$ cat config.mk
export PLATFORM = sky130hd
export DESIGN_NAME = noise_generator
export DESIGN_NICKNAME = d
export VERILOG_FILES = /design/src/rtl/noise_generator.sv
export SDC_FILE = /design/constraint.sdc
export NUM_CORES = 1
export LEC_CHECK = 0
export ABC_AREA = 1
export CAP_MARGIN = 25
export CORE_MARGIN = 1
export CORE_UTILIZATION = 35
export CTS_BUF_LIST = sky130_fd_sc_hd__clkbuf_4
export CTS_CLUSTER_SIZE = 12
export DETAILED_ROUTE_END_ITERATION = 6
export DONT_BUFFER_PORTS = 1
export PLACE_DENSITY_LB_ADDON = 0.05
export SLEW_MARGIN = 0
export SYNTH_ARGS = -nofsm -noshare
export SYNTH_HDL_FRONTEND = slang
export SYNTH_SLANG_ARGS = --single-unit
$ cat constraint.sdc
create_clock -name clk -period 1.56 [get_ports clk]
set_input_delay 0.312 -clock clk [delete_from_list [all_inputs] [get_ports clk]]
set_output_delay 0.312 -clock clk [all_outputs]
set_load 0.02 [all_outputs]
$ cat src/rtl/noise_generator.sv
// noise_generator: SN76489-style noise channel, a rate divider or tone-3 edge clocks
// a Fibonacci LFSR in periodic or white-noise mode.
module noise_generator #(
    parameter int LFSR_WIDTH = 15,
    parameter int TAP_WHITE = 1,
    parameter logic [LFSR_WIDTH-1:0] LFSR_SEED = {1'b1, {(LFSR_WIDTH-1){1'b0}}}
) (
    input  logic       clk,
    input  logic       rst,
    input  logic       ce,
    input  logic       wr,
    input  logic [2:0] wr_data,
    input  logic       tone3_in,
    output logic       snd_out
);
    logic [2:0] ctrl;
    logic [6:0] cnt;
    logic phase, t3_q, ext, wrap, shift, fb;
    logic [LFSR_WIDTH-1:0] lfsr;
    always_comb begin
        ext = &ctrl[1:0];
        wrap = cnt == 7'd1;
        shift = ext ? (tone3_in && !t3_q) : (ce && wrap && !phase);
        fb = ctrl[2] ? lfsr[0] ^ lfsr[TAP_WHITE] : lfsr[0];
    end
    // NF=3 reloads to zero, but the divider is idle in that mode until the next write
    always_ff @(posedge clk) begin
        if (rst) begin
            ctrl <= '0;
            cnt <= 7'd16;
            phase <= 1'b0;
            t3_q <= 1'b0;
            lfsr <= LFSR_SEED;
        end else begin
            t3_q <= tone3_in;
            if (wr) begin
                ctrl <= wr_data;
                cnt <= 7'd16 << wr_data[1:0];
                phase <= 1'b0;
                lfsr <= LFSR_SEED;
            end else begin
                if (ce && !ext) begin
                    cnt <= wrap ? 7'd16 << ctrl[1:0] : cnt - 7'd1;
                    phase <= wrap ? ~phase : phase;
                end
                if (shift)
                    lfsr <= {fb, lfsr[LFSR_WIDTH-1:1]};
            end
        end
    end
    assign snd_out = lfsr[0];
endmodule

==> results of run 1 <==
==> area by class of cell <==
type / count / share of cell area
Sequential cell: 27 / 0.3885
Timing Repair Buffer: 5 / 0.02878
Clock inverter: 1 / 0.003597
Inverter: 17 / 0.04586
Clock buffer: 3 / 0.01619
Tap cell: 46 / 0.04137
Multi-Input combinational cell: 118 / 0.4757
==> power by group through the flow <==
stage	logic, W	clock network (W)	registers [W]
2_1_floorplan	0.000122	0	0.000740
3_3_place_gp	0.000142	0	0.000745
3_5_place_dp	0.000142	0	0.000745
4_1_cts	0.000143	0.000322	0.000730
5_1_grt	0.000168	0.000358	0.000734
6_report	0.000145	0.000304	0.000730
==> worst paths after layout <==
path	depth (start not counted)	startpoint	end
max	8	cnt[1]	lfsr[14]
min	1	wr	ctrl[0]
min reg2reg	2	lfsr[14]	lfsr[13]
max reg2reg	8	cnt[1]	lfsr[14]
==> kinds of logic (layout without fill, tap and decap cells) <==
logic type,after synthesis,after routing,share of synthesized area
compound gates,30,30,0.1471
xor+xnor,2,2,0.01346
fa+ha+maj,2,2,0.01923
buf+inv,23,26,0.08269
flops,27,27,0.4154
simple gates,84,84,0.3221
==> critical path, cell delays in order (launching register included) <==
cell      delay (ns)
dfxtp_1         0.37
inv_1           0.08
ha_1            0.16
nand2_2         0.08
nor2_4          0.16
nand3b_4        0.13
buf_4           0.19
nand3_1         0.07
nand3_1         0.07
==> cells in the mapped netlist, types with 2 or more instances <==
cell type | n | share of area
buf_2 | 4 | 0.015
nor3_1 | 3 | 0.012
nand3_1 | 27 | 0.10
nor2_1 | 10 | 0.029
ha_1 | 2 | 0.019
a21oi_1 | 11 | 0.042
nand2_2 | 10 | 0.048
and3_1 | 2 | 0.0096
a211oi_1 | 2 | 0.012
nand2_1 | 27 | 0.078
inv_1 | 16 | 0.046
a21oi_2 | 9 | 0.061
a31oi_1 | 2 | 0.0096
o21ai_0 | 6 | 0.023
dfxtp_1 | 27 | 0.42
==> layer usage <==
| layer | vias up | part of all wire | wire length (um) |
|---|---|---|---|
| met3 | 2 | 0.036 | 90 |
| met5 | - | 0 | 0 |
| met1 | 464 | 0.53 | 1335 |
| li1 | 561 | - | - |
| met4 | 0 | 0.0079 | 20 |
| met2 | 13 | 0.43 | 1081 |
==> registers in the layout, summed over array words and instances (netlist names) <==
signal  count
cnt         7
t3_q        1
phase       1
lfsr       15
ctrl        3
==> stage by stage <==
stage	cell area, um2	util	setup WS [ns]	hold slack (ns)	cells
2_1_floorplan	1301	-	0.2582	0.3832	168
3_3_place_gp	1345	0.3908	0.1950	0.3854	212
3_5_place_dp	1345	0.3908	0.1635	0.3880	212
4_1_cts	1373	0.3988	0.1273	0.01646	216
5_1_grt	1391	0.4042	0.002173	0.02462	217
6_report	1391	0.4042	0.1573	0.06266	217
==> repair_timing <==
item | CTS | global route
endpoints found under the setup margin | 0 | 2
resized for setup | 0 | 1
buffers inserted | 0 | 0
hold buffers | 0 | 1
hold endpoints to repair | 0 | 2
==> impl_metrics.tcl, run 1 <==
set metrics [dict create \
    status "finished, final reports clean" \
    busiest_layer "met2" \
    async_reset_ff_frac 0 \
    worst_pin_slew_ns 0.3431 \
    worst-r2r-setup-slack_ns 0.16 \
    io_pins 9 \
    die_h_um 62.98 \
    synth_edf_count 0 \
    clk_pin_slew_worst_paths_ns 0.15 \
    avgSynthCellArea_um2 7.746 \
    clock_skew_ns 0.007267 \
    syn-num-nets 178 \
    critPathKind "reg2reg" \
    internal_power_w 0.0008596 \
    final_cell_mix "nand2_1, nand3_1, dfxtp_1, inv_1, a21oi_1" \
    finalHoldViolations 0 \
    fin_tns_setup_ns 0 \
    synth_cells 168 \
    n_fill_cell 371 \
    pwr-share-seq 0.619 \
    avgRoutedWirePerCell_um 11.65 \
    ys.flop_type "dfxtp_1" \
    ant_nets 0 \
    drive_gt1_frac 0.1813 \
    regArea_um2 540.5 \
    grt_pass1_vias 1038 \
    via_per_inst 4.793 \
    met3_usage 0.04562 \
    synth-seq-cells 27 \
    numClockSinks 27 \
    htreeDepth 1 \
    cts_root_buf "clkbuf_4" \
    synth.cell_area_um2 1301 \
    vias 1040 \
    clk_latency_ns 0.32 \
    switching_share 0.2709 \
    grt_util_met1 0.1911 \
    cts_made_buffers 3 \
    grt_max_degree 16 \
    rsz0062_at_grt "no" \
    grt_pass1_wl_um 4512 \
    slew_headroom 0.7707 \
    synth-seq-area-share 0.4154 \
    cp_max_fo 9 \
    track_usage 0.1441 \
    dp.final_hpwl_um 1818 \
    start_util 0.3780 \
    antenna_found_initial 0 \
    cts_max_path_buffers 2 \
    power_w 0.001179 \
    synth.distinct_cells 25 \
    met2_usage 0.2245 \
    endpoint_kind "flip-flop" \
    critPathArrivalTime_ns 1.63 \
    areaGrowthSynthToFinish_pct 6.923 \
    rows 21 \
    p_leak_nw 0.5533 \
    irDropWorstVdd_mv 0.4911 \
    die_area_um2 3966 \
    dr.pass1.iters 4 \
    portBuffers 0 \
    hp-class "in2reg" \
    fin_crit_ns 1.403 \
    setup_viol_count_final 0 \
    nNetsFinal 182 \
    required_ns 1.79 \
    p_per_area_nw_per_um2 847.4 \
    cp-start-kind "flip-flop" \
    drt-initial-drc-count 46 \
    routed_wl_um 2527 \
    grt-ovfl-total 0 \
    cts_tree "built" \
    fmax_mhz 712.9 \
    diodes 0 \
    combPwrFrac 0.123 \
    die-width_um 62.98 \
    slew_viol_final 0 \
    period_share 0.8992 \
    multi_input_area_um2 661.9 \
    cap_violations 0 \
    clkPwrFrac 0.258 \
    p_sw_w 0.0003194 \
    coreArea_um2 3442 \
    place.gp.congestion 0.7859 \
    drc 0 \
    synth_warnings 0 \
]
Note: power is estimated with default switching activity, not from simulation.
==> inputs of run 2 (changes only) <==
- ABC_AREA: 1 -> unset
- GPL_TIMING_DRIVEN: unset -> 0
- clock period: 1.56 -> 1.3 ns (I/O delays scaled with it)
==> run 2 against run 1 <==
  * Sequential power grew 20%
  * Largest cell class unchanged
  * The run now ends with setup timing left
  * Non-clock buffer count grew 9
  * Die area shrank 4.7%
  * Combinational power grew 62%
  * Highest routed layer unchanged
==> impl_metrics.tcl, run 2 <==
set metrics [dict create \
    status "finished with violations" \
    violations "setup timing" \
    cap_violations 0 \
    portBuffers 0 \
    final_cell_mix "dfxtp_1, mux2i_1, nor2_1, nand2_1, buf_4" \
    ys_top_cells_by_area "dfxtp_1, mux2i_1, nand2_1, nor2_1, a21oi_1" \
    htreeDepth 1 \
    slew_viol_final 0 \
    finalHoldViolations 0 \
    endpoint_kind "flip-flop" \
    synth_top_area_frac 0.4364 \
    fin_crit_ns 1.612 \
    setup_viol_count_final 22 \
    synth-seq-cells 27 \
    cts_max_path_buffers 2 \
    whs_ns 0.06732 \
    hold_depth 1 \
    min_from "tone3_in" \
    hold_end "t3_q" \
    worst-r2r-setup-slack_ns -0.31 \
    nNetsFinal 160 \
    diodes 0 \
    drc 0 \
    place.gp.congestion 0.7265 \
    clk_pin_slew_worst_paths_ns 0.16 \
    synth_cells 136 \
    clk_latency_ns 0.33 \
    grt-ovfl-total 0 \
    slew_headroom 0.6459 \
    rr_startpoint "cnt[5]" \
    ys.flop_type "dfxtp_1" \
    grt_pass1_wl_um 4278 \
    track_usage 0.1530 \
    clock_skew_ns 0.01811 \
    cts_root_buf "clkbuf_4" \
    dp.final_hpwl_um 1709 \
    final_common_cell "dfxtp_1" \
    synth.cell_area_um2 1239 \
    antenna_found_initial 0 \
    grt_max_degree 17 \
    r2r_cells 5 \
    reg2reg_to "lfsr[2]" \
    fin_cells 195 \
    synth.distinct_cells 30 \
    coreArea_um2 3363 \
    critPathKind "reg2reg" \
    cp-start-kind "flip-flop" \
    via_per_inst 5.082 \
    rsz0062_at_grt "yes" \
    routed_wl_um 2519 \
    required_ns 1.52 \
    p_leak_nw 0.6291 \
    grt_pass1_vias 968 \
    drive_gt1_frac 0.2752 \
    largestRegisters "lfsr (15), cnt (7), ctrl (3)" \
    hp-class "in2reg" \
    hold_buffers 0 \
    largest_reg_flops 15 \
    rows 21 \
    cts_tree "built" \
    io_pins 9 \
    die-width_um 61.49 \
    cts_made_buffers 3 \
    avgRoutedWirePerCell_um 12.92 \
    setup_ws_ns -0.3119 \
    start_util 0.3683 \
    die_area_um2 3781 \
    synth_area_leader_cell "dfxtp_1" \
    period_share 1.240 \
    fmax_mhz 620.4 \
    top_register "lfsr" \
    worst_pin_slew_ns 0.5311 \
    cp_max_fo 10 \
    synth_commonest_cells "dfxtp_1, mux2i_1, nand2_1, nor2_1, inv_1" \
    die_h_um 61.49 \
    areaGrowthSynthToFinish_pct 21.51 \
    syn-num-nets 146 \
    vias 991 \
    synth-seq-area-share 0.4364 \
    utilization 0.4475 \
    avgSynthCellArea_um2 9.108 \
    synth_warnings 0 \
    critPathArrivalTime_ns 1.83 \
    irDropWorstVdd_mv 0.4619 \
    drt-initial-drc-count 33 \
    p_per_area_nw_per_um2 988.3 \
    synth_edf_count 0 \
    ant_nets 0 \
    placed_cells 182 \
    async_reset_ff_frac 0 \
    numClockSinks 27 \
    synth.most_common_cell "dfxtp_1" \
    dr.pass1.iters 4 \
]
run 2: changes by cell type after synthesis, moves of 3 or more:
cell | before | now
nand2_2 | 10 | 0
nand2_1 | 27 | 17
a21oi_2 | 9 | 0
nor2_1 | 10 | 17
a21oi_1 | 11 | 6
inv_1 | 16 | 7
buf_2 | 4 | 0
nand3_1 | 27 | 0
nor2b_1 | 0 | 3
clkbuf_1 | 1 | 4
mux2i_1 | 0 | 19
run 2: repair_timing:
item                                    CTS  global route
setup buffers                             6             3
endpoints found under the setup margin   23            22
pin swaps                                 5             3
gates resized for setup                  18             8
run 2: layer usage:
metal | vias to the layer above | track usage | share of wire
li1 | 498 | - | -
met1 | 475 | 0.2010 | 0.45
met2 | 16 | 0.2581 | 0.50
met3 | 2 | 0.01891 | 0.037
met4 | 0 | 0.05397 | 0.0095
met5 | - | 0 | 0
run 2: area by class of cell:
| class | count | area, um2 |
|---|---|---|
| inverter | 7 | 26.28 |
| buffer | 5 | 30.03 |
| tap | 46 | 57.56 |
| fill | 368 | 1858 |
| sequential | 27 | 553.0 |
| clock buffer | 3 | 22.52 |
| timing repair buffer | 9 | 67.56 |
| clock inverter | 1 | 7.507 |
| multi-input combinational | 97 | 740.7 |
run 2: report_power, final:
part           total (W)  leakage, nW  switching [W]  internal, W
clock           0.000373       0.0139       0.000256     0.000117
sequential      0.000879        0.222      0.0000277     0.000851
combinational   0.000235        0.393       0.000121     0.000114
total            0.00149        0.629       0.000405      0.00108
run 2: worst max-delay path: stages (launching register included):
cell and delay (ns):
dfxtp_2 0.36, or4_4 0.57, nor3_4 0.19, a21oi_4 0.11
buf_8 0.16, mux2i_1 0.11
run 2: kinds of logic after synthesis:
kind of cell,synth area share
xor gates and xnor gates,0.01414
AOI/OAI and AO/OA,0.1394
DFF,0.4364
and+or+nand+nor,0.1939
adders and majority gates,0.02020
muxes,0.1535
buffers and inverters,0.04242
run 2: worst max-delay path by stage:
| stage | from | endpoint |
|---|---|---|
| final | cnt[5] | lfsr[2] |
| after detailed placement | rst | lfsr[6] |
| after global placement | cnt[5] | lfsr[2] |
| after floorplan | cnt[5] | lfsr[10] |
| after CTS | cnt[5] | lfsr[2] |
| after global routing | cnt[5] | lfsr[13] |
run 2: per-stage QoR:
stage / instance area [um2] / setup TNS [ns] / worst slack, ns / total power (W)
detailed placement: 1314 / -6.715 / -0.4269 / 0.001064
global route: 1505 / -6.788 / -0.3861 / 0.001581
global placement: 1314 / -6.025 / -0.3694 / 0.001060
floorplan: 1256 / -3.934 / -0.2782 / 0.001028
finish: 1505 / -5.283 / -0.3119 / 0.001488
CTS: 1440 / -6.217 / -0.3707 / 0.001484
